==> src/rtl/ahb_pkg.sv <==
// Shared AHB-Lite encodings and the ROM slave FSM state type.
// Latency: n/a (declarations only).
// Backpressure: n/a.
package ahb_pkg;

    localparam logic [1:0] HTRANS_IDLE   = 2'b00;
    localparam logic [1:0] HTRANS_BUSY   = 2'b01;
    localparam logic [1:0] HTRANS_NONSEQ = 2'b10;
    localparam logic [1:0] HTRANS_SEQ    = 2'b11;

    localparam logic       HRESP_OKAY    = 1'b0;
    localparam logic       HRESP_ERROR   = 1'b1;

    localparam logic [2:0] HSIZE_WORD    = 3'b010;

    typedef enum logic [2:0] {
        ST_IDLE    = 3'd0,
        ST_RD_REQ  = 3'd1,
        ST_RD_DATA = 3'd2,
        ST_ERR1    = 3'd3,
        ST_ERR2    = 3'd4
    } ahb_slv_state_e;

endpackage

==> src/rtl/ahb_rom_slave_if.sv <==
// AHB-Lite slave front-end for the instruction ROM: decodes transfers, strobes the ROM, returns instr.
// Latency: 2 data-phase cycles per read (1 wait state); errors take 2 cycles (ERR1 wait, ERR2 final).
// Backpressure: HREADYOUT low in RD_REQ/ERR1; address-phase inputs are ignored while it is low.
//
// Ports:
//   clk, reset                 - system clock, async active-high reset
//   HSEL/HADDR/HTRANS/HWRITE/
//   HSIZE/HREADY               - AHB-Lite address-phase inputs
//   HRDATA/HREADYOUT/HRESP     - AHB-Lite data-phase outputs
//   sel_0/rd_en_rom/address_rom- ROM strobes and word index
//   instr                      - registered ROM read data
module ahb_rom_slave_if
    import ahb_pkg::*;
#(
    parameter int          ROM_DEPTH = 5,
    parameter logic [31:0] BASE_ADDR = 32'h0000_0000
) (
    input  logic        clk,
    input  logic        reset,
    input  logic        HSEL,
    input  logic [31:0] HADDR,
    input  logic [1:0]  HTRANS,
    input  logic        HWRITE,
    input  logic [2:0]  HSIZE,
    input  logic        HREADY,
    output logic [31:0] HRDATA,
    output logic        HREADYOUT,
    output logic        HRESP,
    output logic        sel_0,
    output logic        rd_en_rom,
    output logic [31:0] address_rom,
    input  logic [31:0] instr
);

    ahb_slv_state_e state_q, state_d;
    logic [31:0]    addr_q, addr_d;

    logic        accept;
    logic        legal;
    logic [31:0] offset;
    logic [31:0] index;

    // Only NONSEQ/SEQ carry a transfer; IDLE and BUSY fall through as zero-wait OKAY.
    assign accept = HSEL && HREADY &&
                    ((HTRANS == HTRANS_NONSEQ) || (HTRANS == HTRANS_SEQ));

    // BASE_ADDR is word aligned, so offset[1:0] equals HADDR[1:0]. The explicit
    // lower-bound check stops an address below the base wrapping into range.
    assign offset = HADDR - BASE_ADDR;
    assign index  = {2'b00, offset[31:2]};
    assign legal  = !HWRITE && (HSIZE == HSIZE_WORD) && (offset[1:0] == 2'b00) &&
                    (HADDR >= BASE_ADDR) && (index < 32'(ROM_DEPTH));

    always_comb begin
        state_d = state_q;
        addr_d  = addr_q;
        case (state_q)
            ST_IDLE, ST_RD_DATA, ST_ERR2: begin
                if (accept) begin
                    if (legal) begin
                        state_d = ST_RD_REQ;
                        addr_d  = index;
                    end else begin
                        state_d = ST_ERR1;
                    end
                end else begin
                    state_d = ST_IDLE;
                end
            end
            ST_RD_REQ: state_d = ST_RD_DATA;
            ST_ERR1:   state_d = ST_ERR2;
            default:   state_d = ST_IDLE;
        endcase
    end

    always_ff @(posedge clk or posedge reset) begin
        if (reset) begin
            state_q <= ST_IDLE;
            addr_q  <= 32'd0;
        end else begin
            state_q <= state_d;
            addr_q  <= addr_d;
        end
    end

    always_comb begin
        sel_0     = 1'b0;
        rd_en_rom = 1'b0;
        HREADYOUT = 1'b1;
        HRESP     = HRESP_OKAY;
        HRDATA    = 32'd0;
        case (state_q)
            ST_RD_REQ: begin
                sel_0     = 1'b1;
                rd_en_rom = 1'b1;
                HREADYOUT = 1'b0;
            end
            ST_RD_DATA: HRDATA = instr;
            ST_ERR1: begin
                HREADYOUT = 1'b0;
                HRESP     = HRESP_ERROR;
            end
            ST_ERR2: HRESP = HRESP_ERROR;
            default: ;
        endcase
    end

    assign address_rom = addr_q;

endmodule

==> config.mk <==
export PLATFORM = sky130hd
export DESIGN_NAME = ahb_rom_slave_if
export DESIGN_NICKNAME = d
export VERILOG_FILES = /design/src/rtl/ahb_pkg.sv /design/src/rtl/ahb_rom_slave_if.sv
export SDC_FILE = /design/constraint.sdc
export NUM_CORES = 1
export LEC_CHECK = 0
export CORE_MARGIN = 2
export CORE_UTILIZATION = 27
export DETAILED_ROUTE_END_ITERATION = 8
export HOLD_SLACK_MARGIN = 0.1
export PLACE_DENSITY = 0.78
export REMOVE_ABC_BUFFERS = 1
export SLEW_MARGIN = 20
export SYNTH_ARGS = -nofsm -noshare
export SYNTH_HDL_FRONTEND = slang
export SYNTH_SLANG_ARGS = --single-unit
==> constraint.sdc <==
create_clock -name clk -period 1.75 [get_ports clk]
set_input_delay 0.175 -clock clk [delete_from_list [all_inputs] [get_ports clk]]
set_output_delay 0.175 -clock clk [all_outputs]
set_load 0.01 [all_outputs]
# == After elaboration in Yosys (flattened, before gate mapping) ==
# Index checks and enable logic that the tools add are counted.
# op_classes
n_bitwise,0
muxes,7
n_shift,0
div_mod_pow,0
eq_ne,7
n_lt_le_gt_ge,2
n_mul,0
add_sub_neg,0
n_reduce_logical,14
# ops
operator,count
"greater-or-equal comparator 32 x 1 -> 1 bit, second input constant",1
2-to-1 mux 32 bit,1
"< comparator 30 x 3 -> 1 bit, second input constant",1
"equality test 3 x 2 -> 1 bit, second input constant",3
one-hot mux 3 bit (3 select lines),1
logical AND 1 bit,6
"equality test 2 bit, second input constant",2
OR reduction 2 bit,2
"equality test 3 x 1 -> 1 bit, second input constant",1
"equality test 3 bit, second input constant",1
zero test 3 bit,1
2-to-1 mux 1 bit,3
2-to-1 mux 3 bit,1
AND reduction 3 bit,1
OR reduction 3 bit,1
zero test 2 bit,1
2-to-1 mux 2 bit,1
zero test 1 bit,1
logical OR 1 bit,1
# totals
input_bits,74
output_inout_bits,68
latchBits,0
romBits,0
ff_bits,33
ram_bits,0
mem_count,0

# == Depth between registers and ports, before layout ==
# Gate-level depths: netlist of run 1.
# depth
word_depth,8
depth_mapped,5

# == Least setup slack after synthesis of run 1 ==
# No wires, ideal clock.
# synth_timing
path_kind,reg-to-reg
startpoint,register state_q[0]
endpoint,register addr_q[0] (netlist: address_rom[0])
arrival_ps,1490
slack_ps,133
synth_period_minus_slack_ps,1617
required_ps,1623
path_stages_with_launch,6
path_cell_list,dfrtp_1 > nand4b_1 > a21o_1 > nor4_2 > buf_4 > mux2_1
# synth_between
elab_chain_cells,3
word_cells_on_any_way,5
cone_classes,2 x eq/ne; 3 x reduce/logical
# synth_rtl
item,line_no,source
from (decl),ahb_rom_slave_if.sv:35,"ahb_slv_state_e state_q, state_d;"
from (signal assigned),ahb_rom_slave_if.sv:81,state_q <= state_d;
"equality test 3 bit, or another cell as far along",ahb_rom_slave_if.sv:57,case (state_q)
OR reduction 3 bit *,ahb_rom_slave_if.sv:57,
AND reduction 3 bit (no source line) *,n/a,
to (signal assigned),ahb_rom_slave_if.sv:82,addr_q <= addr_d;
to (decl),ahb_rom_slave_if.sv:36,"logic [31:0] addr_q, addr_d;"
# Mark *: on every way between the ends. The rest lies on a longest branch, timed or not.
# A chain may end at the register's enable or synchronous reset.

# == Worst setup path in the final report of run 1 ==
# layout_timing
startpoint,input port HADDR[16]
endpoint,register addr_q[1] (netlist: address_rom[1])
# layout_between
elab_chain_cells,4
word_cells_on_any_way,5
cone_classes,2 x order compare; 3 x reduce/logical
# layout_rtl
item,line_no,source
from (decl),ahb_rom_slave_if.sv:21,"input logic [31:0] HADDR,"
greater-or-equal comparator 32 x 1 -> 1 bit,ahb_rom_slave_if.sv:52,(HADDR >= BASE_ADDR) && (index < 32'(ROM_DEPTH));
logical AND 1 bit,ahb_rom_slave_if.sv:51,assign legal = !HWRITE && (HSIZE == HSIZE_WORD) && (offset[1:0] == 2'b00) &&
logical AND 1 bit *,ahb_rom_slave_if.sv:52,
AND reduction 3 bit (no source line) *,n/a,
# Marked as above.

==> results of run 1 <==
[routing by layer]
layer | GRT usage, % | wire length, µm | vias up
met5 | 0 | 0 | -
met4 | 4.11 | 79 | 0
met3 | 6.12 | 463 | 6
met2 | 27.4 | 2660 | 79
met1 | 17.9 | 1870 | 674
li1 | - | - | 726
[registers in the layout (all words and copies together) (netlist names)]
register and cells:
state_q 3, address_rom 30
[worst paths after layout]
kind,from,to,slack [ns],depth (start not counted)
min in group clk,address_rom[1]$_DFFE_PP0P_,address_rom[1]$_DFFE_PP0P_,0.49,1
max reg2reg,state_q[0]$_DFF_PP0_,address_rom[1]$_DFFE_PP0P_,0,6
max,HADDR[16],address_rom[1]$_DFFE_PP0P_,-0.1,6
min reg2reg,address_rom[1]$_DFFE_PP0P_,address_rom[1]$_DFFE_PP0P_,0.49,1
max in group asynchronous,reset,state_q[0]$_DFF_PP0_,1.17,3
min,reset,address_rom[5]$_DFFE_PP0P_,0.27,3
[final cells by class]
class / instances / area, µm² / share of cell area (%)
Clock inverter: 1 / 7.51 / 0.244
Tap cell: 70 / 87.6 / 2.85
Timing Repair Buffer: 156 / 1460 / 47.4
Sequential cell: 33 / 827 / 26.9
Inverter: 3 / 11.3 / 0.367
Clock buffer: 6 / 82.6 / 2.69
Multi-Input combinational cell: 88 / 598 / 19.5
[cell usage after synthesis]
library cell	count
nor4_1	6
buf_2	2
nand2b_1	1
buf_4	4
o22ai_1	2
nand2_1	2
and2_1	32
o21ai_0	1
clkbuf_1	3
nand4b_1	1
dfrtp_1	33
nor2b_1	27
a21o_1	1
conb_1	1
nand4_1	2
mux2_1	3
inv_1	3
nor3_1	3
nor4b_1	1
nor4_2	1
nor2_1	3
[worst min-delay path: cells and delay by family]
family	cells	cell delay (ns)
buffers and inverters	3	0.79
[power by group through the flow]
stage | Sequential, mW | Combinational [mW] | Clock, mW
2_1_floorplan | 0.782 | 0.0775 | 0
3_3_place_gp | 0.782 | 0.335 | 0
3_5_place_dp | 0.782 | 0.340 | 0
4_1_cts | 0.768 | 0.315 | 0.592
5_1_grt | 0.768 | 0.379 | 0.630
6_report | 0.768 | 0.352 | 0.565
[cells by family after synthesis]
logic type | after synthesis | synth area share, %
buf+inv | 12 | 4.34
mux | 3 | 2.35
other cells | 1 | 0.260
flops | 33 | 57.3
simple gates | 79 | 34.0
compound gates | 4 | 1.74
[timing repair]
action / 4_1_cts / 5_1_grt
hold endpoints to repair: 0 / 0
gates cloned: 0 / 3
gates resized for setup: 36 / 63
pin swaps: 2 / 3
buffers inserted: 0 / 6
endpoints found under the setup margin: 40 / 62
==> run summary, run 1 <==
Cell Chain, Critical Path - clkdlybuf4s50_1 -> nor4_1 -> nand4_1 -> nor4_4 -> buf_4 -> mux2_1
Congestion Overflow GR - 0
Worst setup slack after layout - -0.0952 ns
Min-delay worst type - input pin to asynchronous set/reset pin
Unrepaired setup endpoints after global routing - true
Global-route wire length before repair - 7380 µm
Post-placement worst setup slack - -0.319 ns
Number of buffers and inverters on the critical path - 2
Fraction of final layout cells sized beyond drive strength 1 - 19.5%
Input/output buffers - 138
Leading cell types by total area after synthesis - dfrtp_1 57%, and2_1 14%, nor2b_1 12%
Maximum clock skew at final layout - 0.00711 ns
Number of clock buffers inserted by TritonCTS - 5
TritonCTS clock tree - yes
Number of instances in the placed design - 341
Switching share of power - 22.1%
Cell-internal power - 1.31 mW
Number of non-filler instances in the completed layout - 357
Routability-driven placement congestion ratio - 0.750
Post-synthesis area per instance - 10.9 µm²
Crit share post-route - 105%
Post-layout instance area - 0.00307 mm²
Power per unit of standard cell area - 549 mW/mm²
Library cell with the largest summed area after synthesis - dfrtp_1
Status - finished with violations
Placement row count - 26
Tot Pwr - 1.68 mW
Highest achievable clock rate - 0.542 GHz
Kind of end point of the critical path - flip-flop
Final Net Count - 361
Sum of net half-perimeters after detailed placement - 3710 µm
Initial antenna violation count - 0
Clock root buffer - clkbuf_8
Most frequent cells in the layout - 103 x clkdlybuf4s50_1, 32 x and2_1, 32 x dfrtp_1
Htree depth - 2
Count of cell types in the netlist - 21
Crit path largest cell delay - 0.43 ns
Largest net degree at the start of global routing - 34
Num Clock Sinks - 33
Min Clock Period, post-route - 1.85 ns
Comb pwr share - 20.9%
Max-slew violation total from the final report - 0
Portion of the post-synthesis area used by sequential elements - 57.3%
Post-DR vias/cell - 4.16
Number of failing hold endpoints at the final stage - 0
Net switching power figure - 0.373 mW
Total Routed Length - 5070 µm
Effective utilization at floorplan - 28.0%
Area enclosed by the die boundary - 0.00593 mm²
CP delay by family, top - simple AND/OR/NAND/NOR gates
DRC errors left - 0
Antenna viol nets, final - 0
Share of the synthesized area in the top cell type - 57.3%
Share of the core filled with cells - 59.7%
Post-synthesis instance area - 0.00144 mm²
P_leak - 1.45 nW
Worst-path maximum fanout - 5
Wirelength per Cell - 14.2 µm
Reg power frac - 45.6%
First-iteration detailed-routing DRC count - 24
Total track usage - 15.7%
Cell area reported after detailed placement - 0.00296 mm²
Synth-to-layout area growth - 113%
Proportion of power drawn by the clock network - 33.5%
Worst-path cell with the longest stage delay - clkdlybuf4s50_1
Top-Level Pins - 142
Clock transition at the registers of the reported paths - 0.07 ns
First drt pass iteration count - 4
Most common cell after layout, fill and taps aside - clkdlybuf4s50_1
Clock tree buffer depth - 2
Register bit count reported by yosys - 33
Worst voltage drop across the vdd grid - 0.000489 V
Filler Cell Count - 447
Area inside the core boundary - 0.00514 mm²
Vias in the first global route - 1488
Data required, critical path - 1.91 ns
Final setup violation count - 30
Kind of start point of the critical path - input pin
Insertion delay of the later-clocked pin in the worst-skew pair - 0.28 ns
Final-layout worst hold slack - 0.273 ns
Fin Setup TNS - -1.29 ns
Number of vias after detailed routing - 1485
Violations in the final reports - negative setup slack
Critical path type - input pin to flip-flop
Total of warnings raised by yosys - 0
Die height - 77.0 µm
Horiz. Die Dim - 77.0 µm
# hold bufs at CTS - 0
Gate Count Post-Synth - 132
Number of maximum-capacitance violations - 0
CP arrival - 2.01 ns
Number of diodes added for antenna fixing - 0
(Power assumes the default switching activity.)
==> run 2: changes to the inputs <==
--- a/config.mk
+++ b/config.mk
@@ -8,9 +8,11 @@
 export CORE_MARGIN = 2
 export CORE_UTILIZATION = 27
 export DETAILED_ROUTE_END_ITERATION = 8
+export GPL_TIMING_DRIVEN = 0
 export HOLD_SLACK_MARGIN = 0.1
 export PLACE_DENSITY = 0.78
 export REMOVE_ABC_BUFFERS = 1
+export SKIP_LAST_GASP = 1
 export SLEW_MARGIN = 20
 export SYNTH_ARGS = -nofsm -noshare
 export SYNTH_HDL_FRONTEND = slang
==> run 2 against run 1 <==
Net effect:
- design area increased by 6.4%
- combinational power is 4% lower
- register-to-register slack about the same
- sequential share of layout area fell by 1.6 points
- clock-buffer cell count stayed put
- highest routed layer unchanged
- via count up 2.0%
- worst setup slack worse by 0.13 ns
- the run still ends with negative setup slack left
- maximum frequency down 6.6%
- cell count increased by 0.56%
==> run summary, run 2 (same netlist as run 1, synthesis figures left out) <==
P_leak - 1.58 nW (+8.4%)
Power per unit of standard cell area - 561 mW/mm² (+2.3%)
Kind of end point of the critical path - output pin
Fraction of final layout cells sized beyond drive strength 1 - 14.5% (-5.0 points)
Max-slew violation total from the final report - 0 (unchanged)
Clock transition at the registers of the reported paths - 0.07 ns (about the same)
Effective utilization at floorplan - 28.0% (unchanged)
Number of diodes added for antenna fixing - 0 (unchanged)
Number of maximum-capacitance violations - 0 (unchanged)
Sum of net half-perimeters after detailed placement - 3770 µm (+1.7%)
Wirelength per Cell - 14.0 µm (-1.2%)
Insertion delay of the later-clocked pin in the worst-skew pair - 0.27 ns (about the same)
Post-placement worst setup slack - -0.536 ns (-0.216 ns)
First drt pass iteration count - 4 (unchanged)
Horiz. Die Dim - 77.0 µm (unchanged)
Maximum clock skew at final layout - 0.00505 ns (-0.00205 ns)
Highest achievable clock rate - 0.506 GHz (-6.6%)
Reg power frac - 41.9% (-3.7 points)
CP arrival - 1.80 ns (-0.21 ns)
Vias in the first global route - 1589 (+6.8%)
Data required, critical path - 1.57 ns (-0.34 ns)
Worst-path maximum fanout - 7 (+2)
First-iteration detailed-routing DRC count - 16 (-33%)
Post-DR vias/cell - 4.22 (+1.4%)
Proportion of power drawn by the clock network - 39.7% (+6.2 points)
Final setup violation count - 28 (-6.7%)
Most common cell after layout, fill and taps aside - clkdlybuf4s50_1
Comb pwr share - 18.4% (-2.5 points)
Routability-driven placement congestion ratio - 0.715 (-4.7%)
Crit share post-route - 113% (+7.4 points)
Worst Max-Slew Pin Slew - 0.660 ns
Htree depth - 2 (unchanged)
Kind of start point of the critical path - flip-flop
Initial antenna violation count - 0 (unchanged)
Cell-internal power - 1.46 mW (+11%)
Net switching power figure - 0.378 mW (+1.4%)
Cell Chain, Critical Path - nor3_4 -> buf_2 -> and2_1 -> clkdlybuf4s50_1
Total track usage - 16.5% (+0.84 points)
Final Net Count - 362 (+0.28%)
CP delay by family, top - buffers and inverters
Input/output buffers - 138 (unchanged)
Worst-path cell with the longest stage delay - clkdlybuf4s50_1
Number of flip-flops in the largest register - 30 (unchanged)
Global-route wire length before repair - 7910 µm (+7.3%)
Congestion Overflow GR - 0 (unchanged)
Worst voltage drop across the vdd grid - 0.000526 V (+7.4%)
Status - finished with violations
DRC errors left - 0 (unchanged)
Most frequent cells in the layout - 115 x clkdlybuf4s50_1, 32 x and2_1, 32 x dfrtp_1
Clock tree buffer depth - 2 (unchanged)
Number of clock buffers inserted by TritonCTS - 5 (unchanged)
Top-Level Pins - 142 (unchanged)
Antenna viol nets, final - 0 (unchanged)
Number of buffers and inverters on the critical path - 2 (unchanged)
Share of the core filled with cells - 63.5% (+3.8 points)
Placement row count - 26 (unchanged)
Clock root buffer - clkbuf_8
Min-delay worst type - input pin to asynchronous set/reset pin
Die height - 77.0 µm (unchanged)
Total Routed Length - 5040 µm (-0.61%)
Critical path type - flip-flop to output pin
Largest net degree at the start of global routing - 34 (unchanged)
Unrepaired setup endpoints after global routing - true
Area inside the core boundary - 0.00514 mm² (unchanged)
Min Clock Period, post-route - 1.98 ns (+0.130 ns)
Num Clock Sinks - 33 (unchanged)
Synth-to-layout area growth - 127%
Number of vias after detailed routing - 1514 (+2.0%)
Worst setup slack after layout - -0.225 ns (-0.130 ns)
Violations in the final reports - negative setup slack
Switching share of power - 20.6% (-1.5 points)
Remaining max-slew budget at the tightest pin - 55.9%
Crit path largest cell delay - 0.53 ns (+0.10 ns)
Area enclosed by the die boundary - 0.00593 mm² (unchanged)
Number of failing hold endpoints at the final stage - 0 (unchanged)
TritonCTS clock tree - yes
## run 2: worst paths after layout
path                                        startpoint                           to  slack [ns]  depth (start not counted)
min reg2reg                address_rom[13]$_DFFE_PP0P_  address_rom[13]$_DFFE_PP0P_        0.50                          1
max                               state_q[0]$_DFF_PP0_                   HRDATA[17]       -0.23                          4
min in group clk           address_rom[13]$_DFFE_PP0P_  address_rom[13]$_DFFE_PP0P_        0.50                          1
min                                              reset  address_rom[24]$_DFFE_PP0P_        0.31                          2
max reg2reg                       state_q[0]$_DFF_PP0_   address_rom[0]$_DFFE_PP0P_       -0.01                          6
max in group asynchronous                        reset         state_q[2]$_DFF_PP0_        0.97                          2
## run 2: power groups by stage
| stage | sequential [mW] | clock [mW] | combinational [mW] |
|---|---|---|---|
| after floorplan | 0.782 | 0 | 0.0775 |
| after global placement | 0.783 | 0 | 0.316 |
| after detailed placement | 0.783 | 0 | 0.325 |
| after CTS | 0.769 | 0.749 | 0.329 |
| after global routing | 0.768 | 0.788 | 0.364 |
| final | 0.768 | 0.728 | 0.337 |
## run 2: what timing repair did
action,4_1_cts,5_1_grt
buffers inserted,9,6
hold buffers,0,0
gates cloned,0,2
endpoints found under the setup margin,38,64
hold endpoints to repair,0,0
resized for setup,20,22
pin swaps,6,8
## run 2: final cells by class
class                   instances  area (µm²)
flip-flops and latches         33         827
fillers                       433        1870
multi-input cells              88         629
clock inverters                 2        37.5
well taps                      70        87.6
repair buffers                157        1590
clock buffers                   6        82.6
inverters                       3        11.3
## run 2: worst reg2reg max path, delay by kind of cell, from the launching register on
kind / cells / cell delay, ns
AOI/OAI and AO/OA: 1 / 0.21
and+or+nand+nor: 2 / 0.39
muxes: 1 / 0.30
DFF: 1 / 0.41
buffers and inverters: 2 / 0.33
## run 2: through the flow
stage | setup TNS [ns] | total power [mW] | area, µm² | instances | hold WS (ns)
after floorplan | -26.41 | 0.860 | 1390 | 124 | 0.304
after global placement | -96.87 | 1.10 | 2860 | 332 | 0.469
after detailed placement | -19.64 | 1.11 | 2910 | 335 | 0.474
after CTS | -5.16 | 1.85 | 3120 | 352 | 0.329
after global routing | -7.94 | 1.92 | 3270 | 359 | 0.364
final | -4.47 | 1.83 | 3270 | 359 | 0.313
## run 2: layer usage
layer  vias to the layer above  routed length, µm  GRT usage, %
li1                        731                  -             -
met5                         -                  0             0
met2                        86               2680          28.9
met1                       691               1810          19.2
met3                         6                478          6.12
met4                         0                 69          3.93
==> run 3: changes to the inputs <==
--- a/config.mk
+++ b/config.mk
@@ -5,12 +5,13 @@
 export SDC_FILE = /design/constraint.sdc
 export NUM_CORES = 1
 export LEC_CHECK = 0
+export CAP_MARGIN = 20
 export CORE_MARGIN = 2
-export CORE_UTILIZATION = 27
+export CORE_UTILIZATION = 43
 export DETAILED_ROUTE_END_ITERATION = 8
+export DONT_BUFFER_PORTS = 1
 export GPL_TIMING_DRIVEN = 0
 export HOLD_SLACK_MARGIN = 0.1
-export PLACE_DENSITY = 0.78
 export REMOVE_ABC_BUFFERS = 1
 export SKIP_LAST_GASP = 1
 export SLEW_MARGIN = 20
==> run 3 against run 2 <==
Net effect:
- the flow now finishes without violations
- utilization down 14 points
- sequential share of layout area grew 25 points
- design area is 50% lower
- critical endpoint is now sel_0
==> run summary, run 3 (same netlist as run 1, synthesis figures left out) <==
Status - finished, final reports clean
Highest achievable clock rate - 0.610 GHz (+20%)
Worst voltage drop across the vdd grid - 0.000518 V (-1.5%)
Min-delay worst type - input pin to flip-flop
Number of maximum-capacitance violations - 0 (unchanged)
Endpoint of the worst hold path - state_q[0]$_DFF_PP0_
Final Net Count - 216 (-40%)
Synth-to-layout area growth - 12.9%
Vias in the first global route - 980 (-38%)
First-iteration detailed-routing DRC count - 14 (-2)
Worst Max-Slew Pin Slew - 0.645 ns (-0.0154 ns)
Post-DR vias/cell - 5.31 (+26%)
Global-route wire length before repair - 4760 µm (-40%)
Initial antenna violation count - 0 (unchanged)
Cell count of the worst reg-to-reg path - 5 (-1)
Area enclosed by the die boundary - 0.00383 mm² (-35%)
Effective utilization at floorplan - 43.8% (+16 points)
Number of flip-flops in the largest register - 30 (unchanged)
Most frequent cells in the layout - 33 x dfrtp_1, 32 x and2_1, 27 x nor2b_1
Start point of the worst min-delay path - HREADY
Number of buffers and inverters on the critical path - 0 (-2)
CP arrival - 1.46 ns (-0.34 ns)
Insertion delay of the later-clocked pin in the worst-skew pair - 0.33 ns (+0.06 ns)
Congestion Overflow GR - 0 (unchanged)
Worst setup slack after layout - 0.110 ns (+0.335 ns)
Kind of end point of the critical path - output pin
Fraction of final layout cells sized beyond drive strength 1 - 12.0% (-2.6 points)
Most common cell after layout, fill and taps aside - dfrtp_1
P_leak - 0.829 nW (-47%)
Horiz. Die Dim - 61.9 µm (-20%)
Worst-path maximum fanout - 5 (-2)
TritonCTS clock tree - yes
Wirelength per Cell - 19.9 µm (+41%)
Die height - 61.9 µm (-20%)
Htree depth - 2 (unchanged)
Area inside the core boundary - 0.00328 mm² (-36%)
Placement row count - 21 (-19%)
DRC errors left - 0 (unchanged)
Clock root buffer - clkbuf_4
Min Clock Period, post-route - 1.64 ns (-0.335 ns)
Top-Level Pins - 142 (unchanged)
Crit share post-route - 93.7% (-19 points)
Total Routed Length - 3730 µm (-26%)
Number of vias after detailed routing - 999 (-34%)
Source of the worst register-to-register timing path - state_q[0]$_DFF_PP0_
Routability-driven placement congestion ratio - 0.659 (-7.8%)
CP delay by family, top - simple AND/OR/NAND/NOR gates
Final setup violation count - 0 (-100%)
Worst-path cell with the longest stage delay - dfrtp_1
Number of clock buffers inserted by TritonCTS - 5 (unchanged)
Tot Pwr - 1.31 mW (-29%)
Kind of start point of the critical path - flip-flop
Clock tree buffer depth - 2 (unchanged)
First drt pass iteration count - 2 (-2)
Worst hold path depth - 3
Input/output buffers - 0 (-100%)
Crit path largest cell delay - 0.44 ns (-0.09 ns)
Remaining max-slew budget at the tightest pin - 57.0% (+1.0 points)
Sum of net half-perimeters after detailed placement - 2940 µm (-22%)
Power per unit of standard cell area - 806 mW/mm² (+44%)
Final-layout worst hold slack - 0.194 ns (-0.119 ns)
Critical path type - flip-flop to output pin
Maximum clock skew at final layout - 0.00456 ns (-0.000490 ns)
Unrepaired setup endpoints after global routing - false
Data required, critical path - 1.57 ns (about the same)
Max-slew violation total from the final report - 0 (unchanged)
Antenna viol nets, final - 0 (unchanged)
Number of failing hold endpoints at the final stage - 0 (unchanged)
Largest net degree at the start of global routing - 34 (unchanged)
Number of diodes added for antenna fixing - 0 (unchanged)
Clock transition at the registers of the reported paths - 0.09 ns (+0.02 ns)
Reg-to-Reg End - address_rom[0]$_DFFE_PP0P_
Post-placement worst setup slack - -0.291 ns (+0.245 ns)
Cell Chain, Critical Path - nand2b_1 -> nor2_1
Worst R2R Setup Slack - 0.13 ns (+0.14 ns)
Total track usage - 18.6% (+2.1 points)
Num Clock Sinks - 33 (unchanged)
-- run 3: changes by cell type in the layout (fill, tap and decap cells not counted), moves of 4 or more --
cell,delta
dlymetal6s2s_1,-11
buf_6,-4
clkbuf_4,+5
clkbuf_8,-5
nor4_1,+5
dlygate4sd2_1,-12
clkdlybuf4s50_1,-115
dlygate4sd3_1,+4
buf_4,-4
nor4_2,-5
-- run 3: worst register-to-register path: stages, from the launching register on --
cell and delay (ns):
dfrtp_1 0.44, nand4b_1 0.20, a21o_1 0.22, nor4_4 0.13, buf_4 0.19, mux2_1 0.33
-- run 3: worst max-delay path by stage --
stage                                             to  slack, ns                 start  depth (start not counted)
after floorplan           address_rom[0]$_DFFE_PP0P_      -0.83  state_q[0]$_DFF_PP0_                          4
after global placement    address_rom[2]$_DFFE_PP0P_      -1.35  state_q[0]$_DFF_PP0_                          4
after detailed placement  address_rom[4]$_DFFE_PP0P_      -0.29  state_q[0]$_DFF_PP0_                          5
after CTS                                      sel_0       0.09  state_q[2]$_DFF_PP0_                          2
after global routing                       rd_en_rom       0.01  state_q[2]$_DFF_PP0_                          2
final                                          sel_0       0.11  state_q[2]$_DFF_PP0_                          2
-- run 3: where the power goes --
part	internal [mW]	switching (mW)	leakage [nW]
sequential	0.765	0.00394	0.460
combinational	0.0386	0.0725	0.339
clock	0.188	0.242	0.0303
total	0.991	0.319	0.829
-- run 3: routing by layer --
layer	GRT usage (%)	up-vias	share of wire, %
met5	0	-	0
met4	7.60	0	0.37
met3	8.70	2	10
met2	28.9	70	50
met1	22.6	490	39
li1	-	437	-
-- run 3: stage by stage --
step / utilization, % / TNS (ns) / cells / cell area [µm²]
after global placement: 44.2 / -56.83 / 170 / 1450
after detailed placement: 45.1 / -5.74 / 172 / 1480
final: 49.5 / 0 / 188 / 1630
after global routing: 49.5 / 0 / 188 / 1630
after floorplan: - / -26.41 / 124 / 1390
after CTS: 49.5 / 0 / 188 / 1630
-- run 3: cell type report --
class / count / area, µm²
Fill cell: 309 / 1660
Sequential cell: 33 / 826
Multi-Input combinational cell: 88 / 576
Timing Repair Buffer: 11 / 96.3
Tap cell: 46 / 57.6
Clock buffer: 6 / 51.3
Inverter: 3 / 11.3
Clock inverter: 1 / 7.51
-- run 3: repair_timing --
item / in CTS / in global routing
setup buffers: 5 / 0
endpoints found under the hold margin: 36 / 0
hold buffers: 4 / 0
gates resized for setup: 1 / 0
setup endpoints to repair: 62 / 0
==> RTL change 1, RTL diff (flow settings as in run 2) <==
Reset style: synchronous (`reset`), changed in one clocked block. Comments in the files are not updated.
--- a/src/rtl/ahb_rom_slave_if.sv
+++ b/src/rtl/ahb_rom_slave_if.sv
@@ -75,3 +75,3 @@
 
-    always_ff @(posedge clk or posedge reset) begin
+    always_ff @(posedge clk) begin
         if (reset) begin
Formal check against the unedited RTL: differs if reset is asserted again (counterexample within 4 cycles, from zero or initial values and one cycle with reset high); with reset held inactive, the same outputs for 10 cycles.
==> RTL change 1 against run 2 <==
The flow still finishes with violations (negative setup slack). Area after synthesis down 0.26%. Cell area down 5.1%. Clock skew down 2.0 ps. Sequential cell count unchanged. Count of clock-buffer cells in the layout up 1. Total power down 10%. Setup slack better by 51 ps. Wire length down 6.6%. Critical path type unchanged.
==> RTL change 1: results (changes against run 2) <==
| Metric | Value |
|---|---|
| Global-route wire length before repair | `7320 µm (was 7910 µm)` |
| Maximum vdd drop | `0.495 mV (was 0.526 mV)` |
| Post-synthesis sequential area ratio | `46.0% (was 57.3%)` |
| Proportion of layout cells with a drive suffix above 1 | `16.3% (was 14.5%)` |
| Max Slew Vio Count | `0 (unchanged)` |
| Clock latency at the later pin of the worst-skew pair | `280 ps` |
| Vias in the first global route | `1486 (was 1589)` |
| Path type of the worst min-delay path | `reg2reg (was in2async)` |
| Total Wirelength | `4710 µm (was 5040 µm)` |
| Highest fanout seen on the critical path | `21 (was 7)` |
| Run status | `finished with violations (unchanged)` |
| Pleak | `1.25 nW (was 1.58 nW)` |
| Setup-violating endpoint count in the final report | `36 (was 28)` |
| Number of buffers added on ports | `138 (unchanged)` |
| Placed wire-length estimate | `3460 µm (was 3770 µm)` |
| Worst-Margin Slew | `616 ps (was 660 ps)` |
| Routability congestion estimate | `0.671 (was 0.715)` |
| Count of cells along the worst register-to-register path | `4 (was 6)` |
| Synth async-reset ratio | `0% (was 100%)` |
| Largest net degree at the start of global routing | `22 (was 34)` |
| Synth cell count leaders | `sky130_fd_sc_hd__and2_1 (39), sky130_fd_sc_hd__dfxtp_1 (33), sky130_fd_sc_hd__and2_4 (20) (was sky130_fd_sc_hd__dfrtp_1 (33), sky130_fd_sc_hd__and2_1 (32), sky130_fd_sc_hd__nor2b_1 (27))` |
| CTS clock-pin slew for the worst setup and hold paths | `60 ps` |
| Data arrival time at the worst-slack endpoint | `1750 ps (was 1800 ps)` |
| Placed cell areas | `2860 µm² (was 2910 µm²)` |
| NumNets Final | `356 (was 362)` |
| Final setup skew | `3.08 ps (was 5.05 ps)` |
| Starting DRT DRC Count | `35 (was 16)` |
| Ranking of synthesized cells by area | `sky130_fd_sc_hd__dfxtp_1 (46%), sky130_fd_sc_hd__and2_1 (17%), sky130_fd_sc_hd__and2_4 (12%), sky130_fd_sc_hd__nand2b_1 (3.5%), sky130_fd_sc_hd__nor4_1 (2.6%) (was sky130_fd_sc_hd__dfrtp_1 (57%), sky130_fd_sc_hd__and2_1 (14%), sky130_fd_sc_hd__nor2b_1 (12%), sky130_fd_sc_hd__nor4_1 (2.6%), sky130_fd_sc_hd__mux2_1 (2.3%))` |
| Violations in the final reports | `negative setup slack (unchanged)` |
| Post-DR vias/cell | `4.16 (was 4.22)` |
| GRT Resource Usage Total | `15.5% (was 16.5%)` |
| Count of unique library cells instantiated by Yosys | `25 (was 21)` |
| Family with the most delay on the worst path | `buffers and inverters (unchanged)` |
| Final setup margin | `-174 ps (was -225 ps)` |
[RTL change 1: cell type report]
class / instances / area [µm²]
multi-input cells: 100 / 807
flip-flops and latches: 33 / 667
clock inverters: 1 / 5.00
well taps: 70 / 87.6
repair buffers: 142 / 1440
fillers: 455 / 2010
clock buffers: 7 / 96.3
[RTL change 1: worst paths after layout]
kind / start / endpoint / slack (ps)
setup / recovery: state_q[1] / HRDATA[10] / -170
hold / removal: address_rom[3] / address_rom[3] / 470
setup reg to reg: state_q[0] / address_rom[16] / 20
hold reg to reg: address_rom[3] / address_rom[3] / 470
[RTL change 1: what timing repair did]
action,4_1_cts,5_1_grt
gates resized for setup,6,15
pin swaps,3,8
endpoints found under the setup margin,61,66
setup buffers,3,0
cloned,2,1
hold buffers,0,0
[RTL change 1: cell families after synthesis]
group | after synthesis | synth area share [%]
other | 1 | 0.261
flip-flops | 33 | 46.0
AND/OR/NAND/NOR | 85 | 42.2
AO/OA/AOI/OAI | 7 | 4.88
multiplexers | 3 | 2.09
buffers and inverters | 10 | 4.53
[RTL change 1: through the flow]
step                      hold slack, ps  worst slack, ps  instances  util, %  TNS (ps)
final                                466             -174        353     60.7     -4300
after CTS                            466             -196        352     59.6     -6530
after global routing                 484             -266        353     60.7     -7850
after global placement               443            -1470        338     55.7    -56910
after floorplan                      247             -302        130        -     -9680
after detailed placement             446             -434        339     55.9    -18950
[RTL change 1: report_power, final]
part,switching [mW],total [mW],internal (mW)
Combinational,0.0773,0.277,0.200
Sequential,0.00272,0.755,0.752
Clock,0.259,0.615,0.355
[RTL change 1: layer usage]
layer | vias to the layer above | GRT usage, % | wire length (µm)
met5 | - | 0 | 0
met4 | 0 | 4.36 | 61
met3 | 4 | 7.06 | 589
met2 | 82 | 28.7 | 2290
met1 | 635 | 15.4 | 1770
li1 | 747 | - | -
==> RTL change 2, RTL diff (flow settings as in run 2) <==
Made on the original files. Take the reset off `addr_q` and load it in a clocked block of its own.
--- a/src/rtl/ahb_rom_slave_if.sv
+++ b/src/rtl/ahb_rom_slave_if.sv
@@ -78,7 +78,9 @@
             state_q <= ST_IDLE;
-            addr_q  <= 32'd0;
         end else begin
             state_q <= state_d;
-            addr_q  <= addr_d;
         end
+    end
+
+    always_ff @(posedge clk) begin
+        addr_q <= addr_d;
     end
Formal check against the unedited RTL: not equivalent (a bounded check fails within 4 cycles, from zero or initial values and one cycle with reset high).
==> RTL change 2 against run 2 <==
Cell count shrank 7.8%. Highest routed layer unchanged. Critical path depth is 1 lower. Sequential power rose by 13%. Sequential cell count unchanged. Wire length down 8.2%. Cell area fell by 2.6%. Setup slack better by 250 ps. Synthesized cell count shrank 25%. Count of clock-buffer cells in the layout stayed put. Critical path type unchanged. Non-clock buffer count unchanged. Area after synthesis is 3.8% lower. Total power grew 2.1%.
==> RTL change 2: results (changes against run 2) <==
| Metric | Value |
|---|---|
| Run status | `completed (was finished with violations)` |
| Starting DRT DRC Count | `45 (was 16)` |
| NumNets Final | `333 (was 362)` |
| Post-DR vias/cell | `4.21 (was 4.22)` |
| Post-synthesis sequential area ratio | `70.5% (was 57.3%)` |
| Synth async-reset ratio | `9.09% (was 100%)` |
| Highest fanout seen on the critical path | `5 (was 7)` |
| Largest net degree at the start of global routing | `17 (was 34)` |
| GRT Resource Usage Total | `15.5% (was 16.5%)` |
| Via count of the routed design | `1395 (was 1514)` |
| Routability congestion estimate | `0.697 (was 0.715)` |
| Data arrival time at the worst-slack endpoint | `1550 ps (was 1800 ps)` |
| Maximum vdd drop | `0.379 mV (was 0.526 mV)` |
| Pleak | `1.48 nW (was 1.58 nW)` |
| Proportion of layout cells with a drive suffix above 1 | `22.7% (was 14.5%)` |
| Critical register-to-register path endpoint | `address_rom[7] (was address_rom[0])` |
| Total Wirelength | `4630 µm (was 5040 µm)` |
| First drt pass iteration count | `6 (was 4)` |
| Met2 layer wire length in the routed design | `2610 µm (was 2680 µm)` |
| Synthesis-to-finish area growth | `130% (was 127%)` |
| Placed instance count | `304 (was 335)` |
| Number of antenna violations at the first check in global routing | `1 (was 0)` |
| Count of fill cells added during filler insertion | `416 (was 433)` |
| Path type of the worst min-delay path | `in2reg (was in2async)` |
| Placed cell areas | `2850 µm² (was 2910 µm²)` |
==> RTL change 2: changes by cell type after synthesis, sizes merged <==
cell    delta
nor2b     -27
dfrtp     -30
buf        -3
edfxtp    +30
mux2       -3
==> RTL change 2: worst max path at each step <==
stage | startpoint | endpoint | slack (ps) | cells past startpoint
3_5_place_dp | HADDR[20] | address_rom[2] | -830 | 5
6_report | state_q[2] | HREADYOUT | 20 | 3
2_1_floorplan | state_q[0] | address_rom[0] | -1240 | 3
4_1_cts | state_q[0] | address_rom[2] | -140 | 7
5_1_grt | state_q[2] | HRDATA[23] | -30 | 5
3_3_place_gp | HADDR[20] | address_rom[8] | -2260 | 4
==> RTL change 2: worst reg2reg max path, delay by kind of cell, from the launching register on <==
family          cells  cell delay [ps]
compound gates      1              200
buf+inv             3              440
flops               1              420
simple gates        2              330
==> RTL change 2: timing repair <==
item                       4_1_cts  5_1_grt
gates cloned                     3        0
hold endpoints to repair         3        0
resized for setup               45       82
setup endpoints to repair       65       62
buffers inserted                13        4
pin swaps                        4       13
hold buffers                     1        0
==> RTL change 2: stage by stage <==
stage / hold WS, ps / worst slack (ps)
detailed placement: 367 / -828
finish: 126 / 23.0
floorplan: -71.4 / -1240
CTS: 476 / -143
global route: 122 / -25.2
global placement: 355 / -2260
==> RTL change 2: cell type report <==
type / count / share of cell area, %
Antenna cell: 1 / 0.0786
Timing Repair Buffer: 157 / 48.8
Clock inverter: 2 / 1.06
Tap cell: 70 / 2.75
Inverter: 3 / 0.354
Multi-Input combinational cell: 59 / 13.9
Sequential cell: 33 / 30.8
Clock buffer: 6 / 2.28
==> RTL change 2: report_power, final <==
group / total, mW / switching, mW / internal, mW
Sequential: 0.865 / 0.00265 / 0.862
Clock: 0.685 / 0.265 / 0.420
Combinational: 0.323 / 0.112 / 0.211
Total: 1.87 / 0.379 / 1.49
==> RTL change 2: metal layers <==
layer	up-vias	GRT usage, %
met4	0	3.51
li1	674	-
met2	58	28.8
met3	2	3.70
met5	-	0
met1	661	18.1
==> RTL change 2: kinds of logic after synthesis <==
family	after synthesis	synth area share (%)
compound gates	4	1.81
buf+inv	9	3.52
simple gates	52	23.9
other cells	1	0.271
flops	33	70.5
